==> src/rtl/uart_rx_pkg.sv <==
// Shared UART receive constants: baud divisors (clock cycles per bit at 100 MHz),
// frame size and receiver state encoding.
package uart_rx_pkg;

    localparam int B115200 = 868;
    localparam int B57600  = 1736;
    localparam int B38400  = 2604;
    localparam int B19200  = 5208;
    localparam int B9600   = 10416;

    localparam int UART_DATA_BITS = 8;

    typedef enum logic [2:0] {
        RX_IDLE  = 3'd0,
        RX_START = 3'd1,
        RX_RECV  = 3'd2,
        RX_PAR   = 3'd3,
        RX_STOP  = 3'd4
    } rx_state_t;

endpackage

==> src/rtl/uart_rx_sync.sv <==
// Two-flop synchroniser for an asynchronous input that idles high; both flops
// reset to 1 so a reset never looks like a falling edge downstream.
module uart_rx_sync (
    input  logic clk,
    input  logic rstn,
    input  logic d,
    output logic q
);

    logic meta;

    always_ff @(posedge clk) begin
        if (!rstn) begin
            meta <= 1'b1;
            q    <= 1'b1;
        end else begin
            meta <= d;
            q    <= meta;
        end
    end

endmodule

==> src/rtl/uart_rx.sv <==
// UART receiver: 8N1 by default, 8E1 when UART_RX_PARITY_EN is defined.
// Samples mid-bit with an inline divisor; pulses rcv/ferr/perr once per frame.
module uart_rx
    import uart_rx_pkg::*;
#(
    parameter int BAUD = B9600
) (
    input  logic       clk,
    input  logic       rstn,
    input  logic       rx,
    output logic [7:0] data,
    output logic       rcv,
    output logic       busy,
    output logic       ferr,
    output logic       perr
);

    localparam int CW = $clog2(BAUD);
    localparam logic [CW-1:0] HALF_M1 = CW'(BAUD / 2 - 1);
    localparam logic [CW-1:0] FULL_M1 = CW'(BAUD - 1);
    localparam logic [3:0]    LAST_BIT = 4'(UART_DATA_BITS - 1);

    logic                      rx_s;
    rx_state_t                 state;
    logic [CW-1:0]             div_cnt;
    logic [3:0]                bitc;
    logic [UART_DATA_BITS-1:0] shifter;
    logic                      div_end;
    logic                      par_ok;

    uart_rx_sync u_sync (
        .clk  (clk),
        .rstn (rstn),
        .d    (rx),
        .q    (rx_s)
    );

    assign div_end = (div_cnt == FULL_M1);

`ifdef UART_RX_PARITY_EN
    logic par_bit;

    // Even parity over data plus parity bit
    assign par_ok = ~(^{shifter, par_bit});

    always_ff @(posedge clk) begin
        if (state == RX_PAR && div_end)
            par_bit <= rx_s;
    end
`else
    assign par_ok = 1'b1;
    assign perr   = 1'b0;
`endif

    // LSB arrives first, so shifting in at the MSB leaves the byte in order
    always_ff @(posedge clk) begin
        if (state == RX_RECV && div_end)
            shifter <= {rx_s, shifter[UART_DATA_BITS-1:1]};
    end

    always_ff @(posedge clk) begin
        if (!rstn) begin
            state   <= RX_IDLE;
            div_cnt <= '0;
            bitc    <= '0;
            data    <= '0;
            rcv     <= 1'b0;
            ferr    <= 1'b0;
            busy    <= 1'b0;
`ifdef UART_RX_PARITY_EN
            perr    <= 1'b0;
`endif
        end else begin
            rcv     <= 1'b0;
            ferr    <= 1'b0;
`ifdef UART_RX_PARITY_EN
            perr    <= 1'b0;
`endif
            busy    <= (state != RX_IDLE);
            div_cnt <= div_end ? '0 : div_cnt + 1'b1;

            case (state)
                RX_IDLE: begin
                    if (!rx_s) begin
                        state   <= RX_START;
                        div_cnt <= '0;
                    end
                end
                // Half-period wait lands every later sample at mid-bit
                RX_START: begin
                    if (div_cnt == HALF_M1) begin
                        div_cnt <= '0;
                        if (!rx_s) begin
                            state <= RX_RECV;
                            bitc  <= '0;
                        end else begin
                            state <= RX_IDLE;
                        end
                    end
                end
                RX_RECV: begin
                    if (div_end) begin
                        bitc <= bitc + 4'd1;
                        if (bitc == LAST_BIT) begin
`ifdef UART_RX_PARITY_EN
                            state <= RX_PAR;
`else
                            state <= RX_STOP;
`endif
                        end
                    end
                end
`ifdef UART_RX_PARITY_EN
                RX_PAR: begin
                    if (div_end)
                        state <= RX_STOP;
                end
`endif
                // Leaving at mid-stop-bit lets a back-to-back start edge be caught
                RX_STOP: begin
                    if (div_end) begin
                        state <= RX_IDLE;
                        if (!rx_s) begin
                            ferr <= 1'b1;
                        end else if (!par_ok) begin
`ifdef UART_RX_PARITY_EN
                            perr <= 1'b1;
`endif
                        end else begin
                            data <= shifter;
                            rcv  <= 1'b1;
                        end
                    end
                end
                default: begin
                    state   <= RX_IDLE;
                    div_cnt <= '0;
                end
            endcase
        end
    end

endmodule

==> config.mk <==
export PLATFORM = sky130hd
export DESIGN_NAME = uart_rx
export DESIGN_NICKNAME = d
export VERILOG_FILES = /design/src/rtl/uart_rx_pkg.sv /design/src/rtl/uart_rx_sync.sv /design/src/rtl/uart_rx.sv
export SDC_FILE = /design/constraint.sdc
export NUM_CORES = 1
export LEC_CHECK = 0
export BUFFER_PORTS_ARGS = -buffer_cell sky130_fd_sc_hd__buf_2
export CAP_MARGIN = 20
export CORE_ASPECT_RATIO = 1.25
export CORE_UTILIZATION = 45
export DETAILED_ROUTE_END_ITERATION = 8
export PLACE_DENSITY = 0.61
export SLEW_MARGIN = 10
export SYNTH_ARGS = -nofsm -noshare
export SYNTH_HDL_FRONTEND = slang
export SYNTH_HIERARCHICAL = 1
export SYNTH_SLANG_ARGS = --single-unit
==> constraint.sdc <==
create_clock -name clk -period 3.25 [get_ports clk]
set_clock_uncertainty 0.15 [all_clocks]
set_input_delay 0.4875 -clock clk [delete_from_list [all_inputs] [get_ports clk]]
set_output_delay 0.4875 -clock clk [all_outputs]
set_load 0.01 [all_outputs]
Word level (Yosys, flattened, before mapping). Index checks and enable logic that the tools add are counted. Widths: inputs -> output; s select.

Word-level logic and storage cells: 50. Input port bits: 3. Output and inout bits: 12. Flip-flop bits (word level): 42.

Reduce and logical (&&, ||, !) cells: 9. Multiplexer cells: 17. Equality and inequality tests: 12. Add/sub/neg operators: 2.

Operator list (count): $mux 14 (3); $pmux 14 s3 (1); $mux 3 (5); $add 14x1->14 const B (1); $eq 14x13->1 const B (1); $eq 14x14->1 const B (1); $mux 4 (3); $pmux 3 s4 (1); $ne 2x2->1 const B (5); $pmux 4 s2 (1); $reduce_and 3->1 (2); $reduce_and 5->1 (1); $add 4x1->4 const B (1); $eq 4x3->1 const B (1); $reduce_and 4->1 (1); $eq 3x1->1 const B (1); $eq 3x2->1 const B (1); $eq 3x3->1 const B (1); $logic_not 3->1 (1); $reduce_bool 3->1 (1); $mux 1 (2); $mux 2 (1); $ne 2x1->1 const B (1); $reduce_bool 2->1 (1); other kinds (2) (2).

Logic depth before layout (Yosys ltp).
Depth after elaboration: 4. Gate-level depth with buffers: 7. Depth with buffers taken out: 6.

Cells and area by module. Netlist, hierarchy kept.

Modules (own cells, without submodules): uart_rx (area each 1711.6 µm², sequential area each 880.8 µm², times used 1, cells each 167); uart_rx_sync (area each 52.6 µm², sequential area each 40.0 µm², times used 1, cells each 4).

Worst setup path after synthesis. No wires, ideal clock.

Path type: register to register. From: register div_cnt[0]. To: register bitc[2]. Arrival: 1.814 ns. Required time: 2.981 ns. Slack: 1.167 ns. Library setup time: 0.119 ns. Period minus slack after synthesis: 2.083 ns. Cell stages (with the launch flop): 8. Path buffers: 1. Path through: dfxtp_1 -> ha_1 -> nand4b_1 -> nor4b_2 -> a311oi_2 -> or3_1 -> buf_2 -> o221a_1.

Word-level cells in the longest chain between the ends: 3. Elaborated cells on any way between the ends: 5. Those cells by class: eq/ne: 4; reduce/logical: 1.

Ends and longest elaborated chain: start: declaration (RTL line uart_rx.sv:25) `logic [CW-1:0] div_cnt;`; start signal: assignment (RTL line uart_rx.sv:80) `div_cnt <= div_end ? '0 : div_cnt + 1'b1;`; $eq 14x13->1 / $eq 14x14->1 (equally long branches) (RTL line uart_rx.sv:91, uart_rx.sv:38); $ne 2x2->1 (no source line); $reduce_and 4->1 (no source line) (*); end signal: assignment (RTL line uart_rx.sv:103) `bitc <= bitc + 4'd1;`; end: declaration (RTL line uart_rx.sv:26) `logic [3:0] bitc;`.

Mark *: on every way between the ends. The rest lies on a longest branch, timed or not. A chain may end at the register's enable or synchronous reset.

Worst setup path after layout.
From: register div_cnt[0]. To: register bitc[3].

The elaborated chain is that of the path after synthesis.

==> flow_metrics.env <==
export IMPL_cts_num_sinks=42
export IMPL_crit_fanout=9
export IMPL_min_delay_path_depth=2
export IMPL_place_ws_ns=0.932
export IMPL_fp_row_count=25
export IMPL_hp_start="rx"
export IMPL_cts_tree="built"
export IMPL_met3_length_um=75
export IMPL_drc=1
export IMPL_relSlewSlack_pct=50.7
export IMPL_antenna_cells=0
export IMPL_ctsResizeCount=0
export IMPL_final_setup_worst_slack_ns=0.947
export IMPL_layout_commonest_cell="dfxtp_1"
export IMPL_cp_slowest_cell="nor2_1"
export IMPL_syn_nets=176
export IMPL_critical_path_max_stage_delay_ns=0.61
export IMPL_dr_pass1_iters=6
export IMPL_syn_area_per_cell_um2=10.3
export IMPL_root_buffer="clkbuf_8"
export IMPL_fmax_ghz=0.434
export IMPL_clock_latency_ns=0.30
export IMPL_overflow=0
export IMPL_grt_pass1_wl_mm=5.09
export IMPL_drv_slew=0
export IMPL_die_area_um2=4180
export IMPL_coreArea_um2=3750
export IMPL_place_area_um2=1850
export IMPL_start_util_pct=47.0
export IMPL_min_period_over_period_pct=70.8
export IMPL_power_density_nw_per_um2=494
export IMPL_ys_async_sr_fraction_pct=0
export IMPL_wl_met1_mm=1.34
export IMPL_seq_area_um2=921
export IMPL_die_width_um=58.0
export IMPL_topRoutingLayerUsed="met4"
export IMPL_post_cts_setup_buffers=0
export IMPL_yosys_warnings=6
export IMPL_hold_buffers=0
export IMPL_syn_area_um2=1760
export IMPL_drive_gt1_share_pct=13.4
export IMPL_globalplace_congestion=0.817
export IMPL_antenna_found_initial=0
export IMPL_violations="DRC"
export IMPL_rsz0062_at_grt="false"
export IMPL_fillCellCount=356
export IMPL_grt_pass1_vias=1161
export IMPL_ant_nets=0
export IMPL_setup_viol=0
export IMPL_io_pins=15
export IMPL_cp_required_ns=3.35
export IMPL_r2r_slack_ns=0.95
export IMPL_worstPathArrival_ns=2.40
export IMPL_synth_edff_count=8
export IMPL_yosysSeqAreaShare_pct=52.2
export IMPL_ir_drop_mv=0.311
export IMPL_multiInputGateArea_um2=800
export IMPL_routedWlPerCell_um=13.6
export IMPL_numCtsBuffers=5
export IMPL_finalNetCount=190
export IMPL_grt_util_all_layers_pct=16.2
export IMPL_rr_startpoint="div_cnt[0]"
export IMPL_path_buf_inv=0
export IMPL_p_leak_uw=0.000805
export IMPL_hold_path_class="input port to flip-flop"
export IMPL_via_per_inst=5.41
export IMPL_wirelength_mm=3.08
export IMPL_hold_end="u_sync/meta"
export IMPL_cp_top_family="simple AND/OR/NAND/NOR gates"
export IMPL_hpwlAfterDp_mm=2.16
export IMPL_final_cell_mix="dfxtp_1 (34), nor2_1 (22), nand2_1 (14), buf_2 (13)"
export IMPL_io_buffers=13
export IMPL_fin_area_um2=1960
export IMPL_yosys_register_bits=42
export IMPL_min_period_ns=2.30
export IMPL_crit_type="flip-flop to flip-flop"
export IMPL_clkSlewWorstSetupHoldPaths_ns=0.08
export IMPL_hold_viol_final=0
export IMPL_synth_main_ff_cell="dfxtp_1"
export IMPL_critical_path_cell_chain="ha_1 > and4_1 > nand4_1 > nor2_1 > a41o_1 > o211a_1"
export IMPL_yosysUniqueCellTypes=40
export IMPL_max_slew_worst_pin_slew_ns=0.737
export IMPL_syn_to_final_growth_pct=11.3
export IMPL_synth_cells=171
export IMPL_cap_viol_max_count=0
export IMPL_cts_max_level=2
export IMPL_crit_path_end_kind="flip-flop"
export IMPL_drt_iter0_markers=33
export IMPL_status="complete, but fails checks"
export IMPL_die_h_um=72.0
export IMPL_cp_depth=6
export IMPL_rr_endpoint="bitc[3]"
export IMPL_fin_setup_tns_ns=0
export IMPL_cp_start_kind="flip-flop"
export IMPL_reg2reg_depth=6
export IMPL_wl_met2_mm=1.59
export IMPL_clock_path_buffers=2
export IMPL_vias=1222
export IMPL_grt_start_max_net_pins=25
## cell families after synthesis
group / count (synthesis) / synth area share, %
simple gates: 79 / 24.1
fa+ha+maj: 2 / 1.42
buf+inv: 10 / 2.48
mux: 10 / 5.67
other cells: 1 / 0.213
xor+xnor: 13 / 6.45
flops: 42 / 52.2
compound gates: 14 / 7.45
## metal layers
layer / track usage [%] / up-vias
met1: 17.5 / 577
met3: 4.81 / 6
met5: 0 / -
met4: 8.73 / 0
li1: - / 624
met2: 28.1 / 15
## where the power goes
group          total (uW)  switching, uW  leakage, uW  internal, uW
clock                 400            174    0.0000579           226
sequential            540           6.01     0.000347           534
combinational        30.5           18.3     0.000400          12.2
## layout make-up
class	instances	area share, %
tap	40	2.55
inverter	3	0.574
sequential	42	46.9
timing repair buffer	14	3.70
multi-input combinational	119	40.7
clock inverter	3	2.04
clock buffer	5	3.51
## per-stage QoR
stage | util [%] | hold slack (ns) | total power, uW | cells
finish | 52.3 | 0.219 | 970 | 226
global route | 52.3 | 0.212 | 1010 | 226
CTS | 52.3 | 0.214 | 979 | 226
detailed placement | 49.4 | 0.256 | 583 | 218
global placement | 49.4 | 0.239 | 581 | 218
floorplan | - | 0.236 | 574 | 171
## synth_stat cells (all sizes together) (4+ instances only)
| cell | instances | share of area (%) |
|---|---|---|
| clkbuf | 4 | 0.85 |
| nor2 | 22 | 4.7 |
| xnor2 | 6 | 3.0 |
| nand2 | 14 | 3.0 |
| nand4 | 4 | 1.4 |
| nor2b | 10 | 3.5 |
| xor2 | 7 | 3.5 |
| mux2i | 10 | 5.7 |
| dfxtp | 34 | 39 |
| nand3 | 5 | 1.4 |
| edfxtp | 8 | 14 |
## how the worst max path moves through the flow
stage | startpoint | endpoint | slack [ns]
5_1_grt | div_cnt[0] | bitc[3] | 0.73
3_3_place_gp | div_cnt[0] | bitc[2] | 1.03
3_5_place_dp | div_cnt[0] | bitc[3] | 0.93
2_1_floorplan | div_cnt[0] | bitc[2] | 1.17
6_report | div_cnt[0] | bitc[3] | 0.95
4_1_cts | div_cnt[0] | bitc[3] | 0.94
## state kept, by name, indices dropped and copies added, names as in the netlist, 3 cells and up
signal	cells
bitc	4
data	8
div_cnt	14
shifter	8
state	3
Power figures use the tool's default switching activity.
